### src/rtl/uart_tx_msg_seq.sv
// uart_tx_msg_seq: sends a fixed MSG_LEN-byte message to a UART TX datapath
// on each start pulse. Every byte is handed over with a tx_start pulse and
// acknowledged by tx_busy rising and then falling. A programmable idle gap can
// be inserted between bytes. If tx_busy never rises, the message is aborted
// and err is pulsed.
module uart_tx_msg_seq #(
    parameter int unsigned          MSG_LEN     = 4,
    parameter logic [MSG_LEN*8-1:0] MSG         = 32'h4849210A,
    parameter int unsigned          GAP_CYCLES  = 0,
    parameter int unsigned          ACK_TIMEOUT = 16
) (
    input  logic       clock,
    input  logic       rst,
    input  logic       start,
    input  logic       tx_busy,
    output logic [7:0] tx_data,
    output logic       tx_start,
    output logic       seq_busy,
    output logic [7:0] byte_idx,
    output logic       done,
    output logic       err
);

    localparam int AW = (ACK_TIMEOUT > 2) ? $clog2(ACK_TIMEOUT) : 1;
    localparam int GW = (GAP_CYCLES > 1) ? $clog2(GAP_CYCLES) : 1;
    localparam logic [AW-1:0] ACK_LAST = AW'(ACK_TIMEOUT - 1);
    localparam logic [GW-1:0] GAP_LAST = GW'((GAP_CYCLES > 0) ? GAP_CYCLES - 1 : 0);
    localparam logic [7:0]    LAST_IDX = 8'(MSG_LEN - 1);

    typedef enum logic [1:0] {
        IDLE      = 2'd0,
        WAIT_ACK  = 2'd1,
        WAIT_DONE = 2'd2,
        GAP       = 2'd3
    } state_t;

    state_t          state_q, state_d;
    logic [7:0]      tx_data_q, tx_data_d;
    logic            tx_start_q, tx_start_d;
    logic            seq_busy_q, seq_busy_d;
    logic [7:0]      byte_idx_q, byte_idx_d;
    logic            done_q, done_d;
    logic            err_q, err_d;
    logic [AW-1:0]   ack_cnt_q, ack_cnt_d;
    logic [GW-1:0]   gap_cnt_q, gap_cnt_d;

    logic            launch;
    logic [7:0]      launch_idx;

    // Byte 0 sits in the most significant byte of MSG.
    function automatic logic [7:0] msg_byte(input logic [7:0] idx);
        logic [MSG_LEN*8-1:0] sh;
        sh = MSG >> {(LAST_IDX - idx), 3'b000};
        return sh[7:0];
    endfunction

    // Next-state and output logic; a byte launch is shared by IDLE, WAIT_DONE and GAP.
    always_comb begin
        state_d    = state_q;
        tx_data_d  = tx_data_q;
        tx_start_d = 1'b0;
        seq_busy_d = seq_busy_q;
        byte_idx_d = byte_idx_q;
        done_d     = 1'b0;
        err_d      = 1'b0;
        ack_cnt_d  = ack_cnt_q;
        gap_cnt_d  = gap_cnt_q;
        launch     = 1'b0;
        launch_idx = byte_idx_q + 8'd1;

        case (state_q)
            IDLE: begin
                if (start) begin
                    launch     = 1'b1;
                    launch_idx = 8'd0;
                    seq_busy_d = 1'b1;
                end
            end
            WAIT_ACK: begin
                if (tx_busy) begin
                    state_d = WAIT_DONE;
                end else if (ack_cnt_q == ACK_LAST) begin
                    // tx_data/byte_idx keep the failing byte for debug
                    err_d      = 1'b1;
                    seq_busy_d = 1'b0;
                    state_d    = IDLE;
                end else begin
                    ack_cnt_d = ack_cnt_q + 1'b1;
                end
            end
            WAIT_DONE: begin
                // No timeout here: a stuck-busy UART parks the sequencer.
                if (!tx_busy) begin
                    if (byte_idx_q == LAST_IDX) begin
                        done_d     = 1'b1;
                        seq_busy_d = 1'b0;
                        state_d    = IDLE;
                    end else if (GAP_CYCLES == 0) begin
                        launch = 1'b1;
                    end else begin
                        gap_cnt_d = '0;
                        state_d   = GAP;
                    end
                end
            end
            GAP: begin
                if (gap_cnt_q == GAP_LAST) begin
                    launch = 1'b1;
                end else begin
                    gap_cnt_d = gap_cnt_q + 1'b1;
                end
            end
            default: begin
                state_d    = IDLE;
                seq_busy_d = 1'b0;
            end
        endcase

        if (launch) begin
            tx_data_d  = msg_byte(launch_idx);
            tx_start_d = 1'b1;
            byte_idx_d = launch_idx;
            ack_cnt_d  = '0;
            state_d    = WAIT_ACK;
        end
    end

    // State and registered outputs; reset aborts any message in flight.
    always_ff @(posedge clock or posedge rst) begin
        if (rst) begin
            state_q    <= IDLE;
            tx_data_q  <= 8'd0;
            tx_start_q <= 1'b0;
            seq_busy_q <= 1'b0;
            byte_idx_q <= 8'd0;
            done_q     <= 1'b0;
            err_q      <= 1'b0;
            ack_cnt_q  <= '0;
            gap_cnt_q  <= '0;
        end else begin
            state_q    <= state_d;
            tx_data_q  <= tx_data_d;
            tx_start_q <= tx_start_d;
            seq_busy_q <= seq_busy_d;
            byte_idx_q <= byte_idx_d;
            done_q     <= done_d;
            err_q      <= err_d;
            ack_cnt_q  <= ack_cnt_d;
            gap_cnt_q  <= gap_cnt_d;
        end
    end

    assign tx_data  = tx_data_q;
    assign tx_start = tx_start_q;
    assign seq_busy = seq_busy_q;
    assign byte_idx = byte_idx_q;
    assign done     = done_q;
    assign err      = err_q;

endmodule

### config.mk
export PLATFORM = sky130hd
export DESIGN_NAME = uart_tx_msg_seq
export DESIGN_NICKNAME = d
export VERILOG_FILES = /design/src/rtl/uart_tx_msg_seq.sv
export SDC_FILE = /design/constraint.sdc
export NUM_CORES = 1
export LEC_CHECK = 0
export CAP_MARGIN = 25
export CORE_MARGIN = 2
export CORE_UTILIZATION = 49
export CTS_BUF_LIST = sky130_fd_sc_hd__clkbuf_4
export CTS_CLUSTER_DIAMETER = 200
export DETAILED_ROUTE_END_ITERATION = 16
export PLACE_DENSITY = 0.77
export SLEW_MARGIN = 20
export SYNTH_ARGS = -nofsm -noshare
export SYNTH_HDL_FRONTEND = slang
export SYNTH_SLANG_ARGS = --single-unit
### constraint.sdc
create_clock -name clock -period 2.4 [get_ports clock]
set_clock_uncertainty 0.2 [all_clocks]
set_input_delay 0.36 -clock clock [delete_from_list [all_inputs] [get_ports clock]]
set_output_delay 0.36 -clock clock [all_outputs]
set_load 0.005 [all_outputs]
Word level (Yosys, flattened, before mapping). Index checks and enable logic that the tools add are counted.

Reduce and logical (&&, ||, !) cells: 7. Add/subtract/negate cells: 4. Equal/unequal tests: 15. Shift-type cells: 1. Multiplexer cells: 31.

Operator list (number): >> shifter 31 x 11 -> 8 bit (first input constant) (1); 2-to-1 mux 1 bit (17); 2-to-1 mux 4 bit (4); 2-to-1 mux 8 bit (2); != test 2 bit (second input constant) (6); 2-to-1 mux 2 bit (5); adder 8 x 1 -> 8 bit (second input constant) (1); == test 8 x 2 -> 1 bit (second input constant) (1); subtractor 2 x 8 -> 8 bit (first input constant) (1); != test 3 bit (second input constant) (2); one-hot mux 1 bit (3 select lines) (2); AND reduction 6 bit (1); nonzero test 3 bit (2); adder 4 x 1 -> 4 bit (second input constant) (1); == test 2 bit (second input constant) (2); == test 4 bit (second input constant) (1); != test 4 bit (second input constant) (1); one-hot mux 2 bit (2 select lines) (1); AND reduction 4 bit (1); AND reduction 3 bit (1); == test 2 x 1 -> 1 bit (second input constant) (1); logical NOT 2 bit (1); != test 2 x 1 -> 1 bit (second input constant) (1); nonzero test 2 bit (1); adder 1 bit (second input constant) (1).

Bits of input ports: 4. Flip-flop bits (word level): 27. Output and inout port bits: 20.

Depth between registers and ports, before layout.
Depth after elaboration: 6. Mapped depth: 10. Gate-level depth less buffers: 10.

Worst setup path before layout. No wires, ideal clock.

Path type: reg-to-reg. From: reg byte_idx_q[1] (netlist: byte_idx[1]). To: reg tx_data_q[0] (netlist: tx_data[0]). Setup time: 92 ps. Period minus slack after synthesis: 2431 ps. Cell stages (with the launch flop): 10. Arrival: 2139 ps. Setup slack: -31 ps. Cells stage by stage: dfrtp_1 > ha_1 > xor2_1 > nand2_1 > ha_1 > inv_1 > o2111ai_1 > a2111oi_4 > o2111ai_2 > o31ai_2.

Longest elaborated chain between the ends: 5. Elaborated cells on any way between the ends: 9. Those cells by class: add/sub: 2; eq/ne: 1; shift: 1; mux: 5.

RTL lines: start: declaration (line 41) `logic [7:0] byte_idx_q, byte_idx_d;`; start signal: assignment (line 145) `byte_idx_q <= byte_idx_d;`; adder 8 x 1 -> 8 bit (line 69) `launch_idx = byte_idx_q + 8'd1;`; 2-to-1 mux 8 bit (line 73) `if (start) begin`; 2-to-1 mux 8 bit (line 71) `case (state_q)`; subtractor 2 x 8 -> 8 bit (line 53) `sh = MSG >> {(LAST_IDX - idx), 3'b000};`; >> shifter 31 x 11 -> 8 bit (line 53); end signal: assignment (line 142) `tx_data_q <= tx_data_d;`; end: declaration (line 38) `logic [7:0] tx_data_q, tx_data_d;`.

Several ways; a longest one is shown, not always the timed one. A chain may end at the register's enable or synchronous reset.

Worst setup path after layout.
From: reg byte_idx_q[2] (netlist: byte_idx[2]). To: reg tx_data_q[1] (netlist: tx_data[1]).

The elaborated chain is that of the path after synthesis.

==> results_dict.tcl <==
set metrics [dict create \
    via_per_inst 5.98 \
    final_min_period_over_clock_period 1.02 \
    worst-r2r-cell-count 6 \
    rsz_0062_raised_after_global_routing "true" \
    worst_r2r_startpoint "byte_idx[2]" \
    detailedRoute.firstPassIterationCount 4 \
    synth_area_per_cell_um2 9.18 \
    detailedRoute.firstIterationViolations 62 \
    r2r_slack_ns -0.06 \
    filler_cell_count 192 \
    layout_commonest_cell "sky130_fd_sc_hd__buf_4" \
    first_global_vias 1387 \
    fmax_ghz 0.407 \
    dpl.hpwl_um 2640 \
    core.rowCount 19 \
    cts.sink_count 23 \
    dp_worst_setup_slack_ns -0.233 \
    syn_to_final_growth_pct 40.9 \
    seq_area_um2 578 \
    regToRegEndpoint "tx_data[1]" \
    worstSetupEndpointType "register" \
    number_of_buffers_between_clock_root_and_the_deepest_sink 2 \
    design.core.area_um2 2760 \
    num_io_pins 24 \
    grt_usage 0.256 \
    register_bit_count_reported_by_yosys 23 \
    globalRouteMet2Util 0.411 \
    share_of_post_route_cells_with_drive_strength_above_1 0.324 \
    clock_slew_seen_by_the_registers_of_the_worst_setup_and_hold_paths_ns 0.13 \
    top_usage_layer "met2" \
    tritoncts_clock_tree "yes" \
    violations "setup timing" \
    htree_levels 1 \
    fin_tns_setup_ns -0.169 \
    hold_class "input port to async pin" \
    required_ns 2.42 \
    relative_slew_slack 0.671 \
    drc_errors 0 \
    critPathLaunchType "register" \
    grt_remaining_overflow 0 \
    grt_pass1_wl_um 6640 \
    wire_per_inst_um 18.2 \
    drt_wl_total_um 4270 \
    cts_root_buffer "sky130_fd_sc_hd__clkbuf_4" \
    io_buffers 20 \
    multiInputGateArea_um2 896 \
    leakage_uw 0.000872 \
    tightestPinTransition_ns 0.490 \
    dr_total_vias 1405 \
    pin_count_of_the_biggest_net_entering_global_routing 14 \
    die-area_um2 3370 \
    setup_viol_count_final 5 \
    power_density_nw_per_um2 1220 \
    critPathMaxFanout 5 \
    ys_dominant_reg_cell "sky130_fd_sc_hd__dfrtp_1" \
    synth_async_sr_flop_share 1.00 \
    synth_warnings 0 \
    fin_crit_ns 2.46 \
    synthDistinctLibCells 41 \
    number_of_inserted_diodes 0 \
    clkLatencyLatePin_ns 0.31 \
    synth_cells 156 \
    post-route-worst-setup-slack_ns -0.0597 \
    finish.net_count 216 \
    use_met3 0.0313 \
    dp.cells 220 \
    outcome "finished, violations left" \
    drv_cap 0 \
    synth_sequential_area_ratio 0.402 \
    postRouteAntennaNets 0 \
    synth_edf_count 0 \
    post_layout_nonfiller_instances 235 \
    crit_path_start "byte_idx[2]" \
    met1_usage 0.348 \
    antenna_found_initial 0 \
    die-width_um 58.1 \
    final-hold-violation-count 0 \
    post_cts_hold_buffer_count 0 \
    timing.setup.critical_path_class "register to register" \
    synthesis.area_um2 1430 \
    cp.arrival_ns 2.48 \
    initial_core_util 0.520 \
    most-common-layout-cells "sky130_fd_sc_hd__buf_4 (30), sky130_fd_sc_hd__dfrtp_1 (21), sky130_fd_sc_hd__clkdlybuf4s50_1 (20), sky130_fd_sc_hd__nand2_1 (18), sky130_fd_sc_hd__o21ai_0 (14)" \
    power.ir.vdd_worst_mv 0.927 \
    gp_congestion 0.893 \
    tritoncts.num_buffers 3 \
    die_height_um 58.1 \
    final_max_slew_viol_count 0 \
]
per-stage QoR:
step	hold slack, ns	total power, µW	area, µm²	utilization
6_report	0.145	2470	2020	0.732
3_5_place_dp	0.282	1870	1770	0.642
3_3_place_gp	0.271	1810	1770	0.642
2_1_floorplan	0.162	1350	1440	-
4_1_cts	0.143	2280	1960	0.709
5_1_grt	0.158	2620	2020	0.732
power breakdown:
part           internal [µW]  switching (µW)
combinational            813             865
clock                   62.1             119
sequential               506             105
total                   1380            1090
Yosys cell counts (2+ instances only):
| master | n | area, µm² |
|---|---|---|
| sky130_fd_sc_hd__a211o_1 | 2 | 17.5 |
| sky130_fd_sc_hd__a21oi_1 | 8 | 40.0 |
| sky130_fd_sc_hd__and2_1 | 3 | 18.8 |
| sky130_fd_sc_hd__buf_2 | 3 | 15.0 |
| sky130_fd_sc_hd__buf_4 | 4 | 30.0 |
| sky130_fd_sc_hd__buf_6 | 2 | 22.5 |
| sky130_fd_sc_hd__dfrtp_1 | 23 | 576 |
| sky130_fd_sc_hd__ha_1 | 7 | 87.6 |
| sky130_fd_sc_hd__inv_1 | 9 | 33.8 |
| sky130_fd_sc_hd__mux2i_1 | 3 | 30.0 |
| sky130_fd_sc_hd__nand2_1 | 20 | 75.1 |
| sky130_fd_sc_hd__nand2b_1 | 2 | 12.5 |
| sky130_fd_sc_hd__nand3_1 | 5 | 25.0 |
| sky130_fd_sc_hd__nand4_1 | 4 | 25.0 |
| sky130_fd_sc_hd__nor2_1 | 7 | 26.3 |
| sky130_fd_sc_hd__nor2b_1 | 2 | 12.5 |
| sky130_fd_sc_hd__o21ai_0 | 17 | 85.1 |
| sky130_fd_sc_hd__o22ai_1 | 2 | 12.5 |
| sky130_fd_sc_hd__o31ai_1 | 2 | 15.0 |
| sky130_fd_sc_hd__o41ai_1 | 2 | 17.5 |
| sky130_fd_sc_hd__or3_1 | 2 | 12.5 |
| sky130_fd_sc_hd__xnor2_1 | 5 | 43.8 |
| sky130_fd_sc_hd__xor2_1 | 4 | 35.0 |
what timing repair did:
| item | in CTS | in global routing |
|---|---|---|
| endpoints found under the setup margin | 5 | 11 |
| setup buffers | 9 | 2 |
| gates cloned | 0 | 0 |
| gates resized for setup | 19 | 14 |
| pin swaps | 12 | 8 |
cell families after synthesis:
kind of cell / share of synthesized area
AOI/OAI and AO/OA: 0.203
xor gates and xnor gates: 0.0550
adders and majority gates: 0.0611
buffers and inverters: 0.0760
DFF: 0.402
muxes: 0.0288
other: 0.00262
and+or+nand+nor: 0.172
final cells by class:
| class | count | share of cell area |
|---|---|---|
| flip-flops and latches | 23 | 0.286 |
| repair buffers | 52 | 0.218 |
| well taps | 31 | 0.0192 |
| inverters | 10 | 0.0186 |
| clock inverters | 1 | 0.00248 |
| multi-input cells | 115 | 0.444 |
| clock buffers | 3 | 0.0112 |
critical path: stages (launching register included):
cell and delay, ns:
sky130_fd_sc_hd__dfrtp_2 0.47, sky130_fd_sc_hd__or3_4 0.44, sky130_fd_sc_hd__o21ai_4 0.26, sky130_fd_sc_hd__o2111ai_4 0.19, sky130_fd_sc_hd__a2111oi_4 0.37, sky130_fd_sc_hd__o2111ai_2 0.22, sky130_fd_sc_hd__o31ai_1 0.23
per-layer routing:
layer	share of wire	wire, µm
met1	0.41	1760
met3	0.055	234
met4	0.028	120
met5	0	0
met2	0.51	2160
how the worst max path moves through the flow:
stage	end	slack, ns	cells past startpoint
CTS	tx_data[1]	-0.05	10
finish	tx_data[1]	-0.06	6
global placement	tx_data[0]	-0.14	9
floorplan	tx_data[0]	0.05	9
detailed placement	tx_data[0]	-0.23	9
global route	tx_data[1]	-0.11	10
sequential cells by signal, summed over array words and instances (netlist names):
name and count:
tx_start 1, state_q 2, done 1, seq_busy 1, byte_idx 8, tx_data 5, err 1, ack_cnt_q 4
Power figures use the tool's default switching activity.
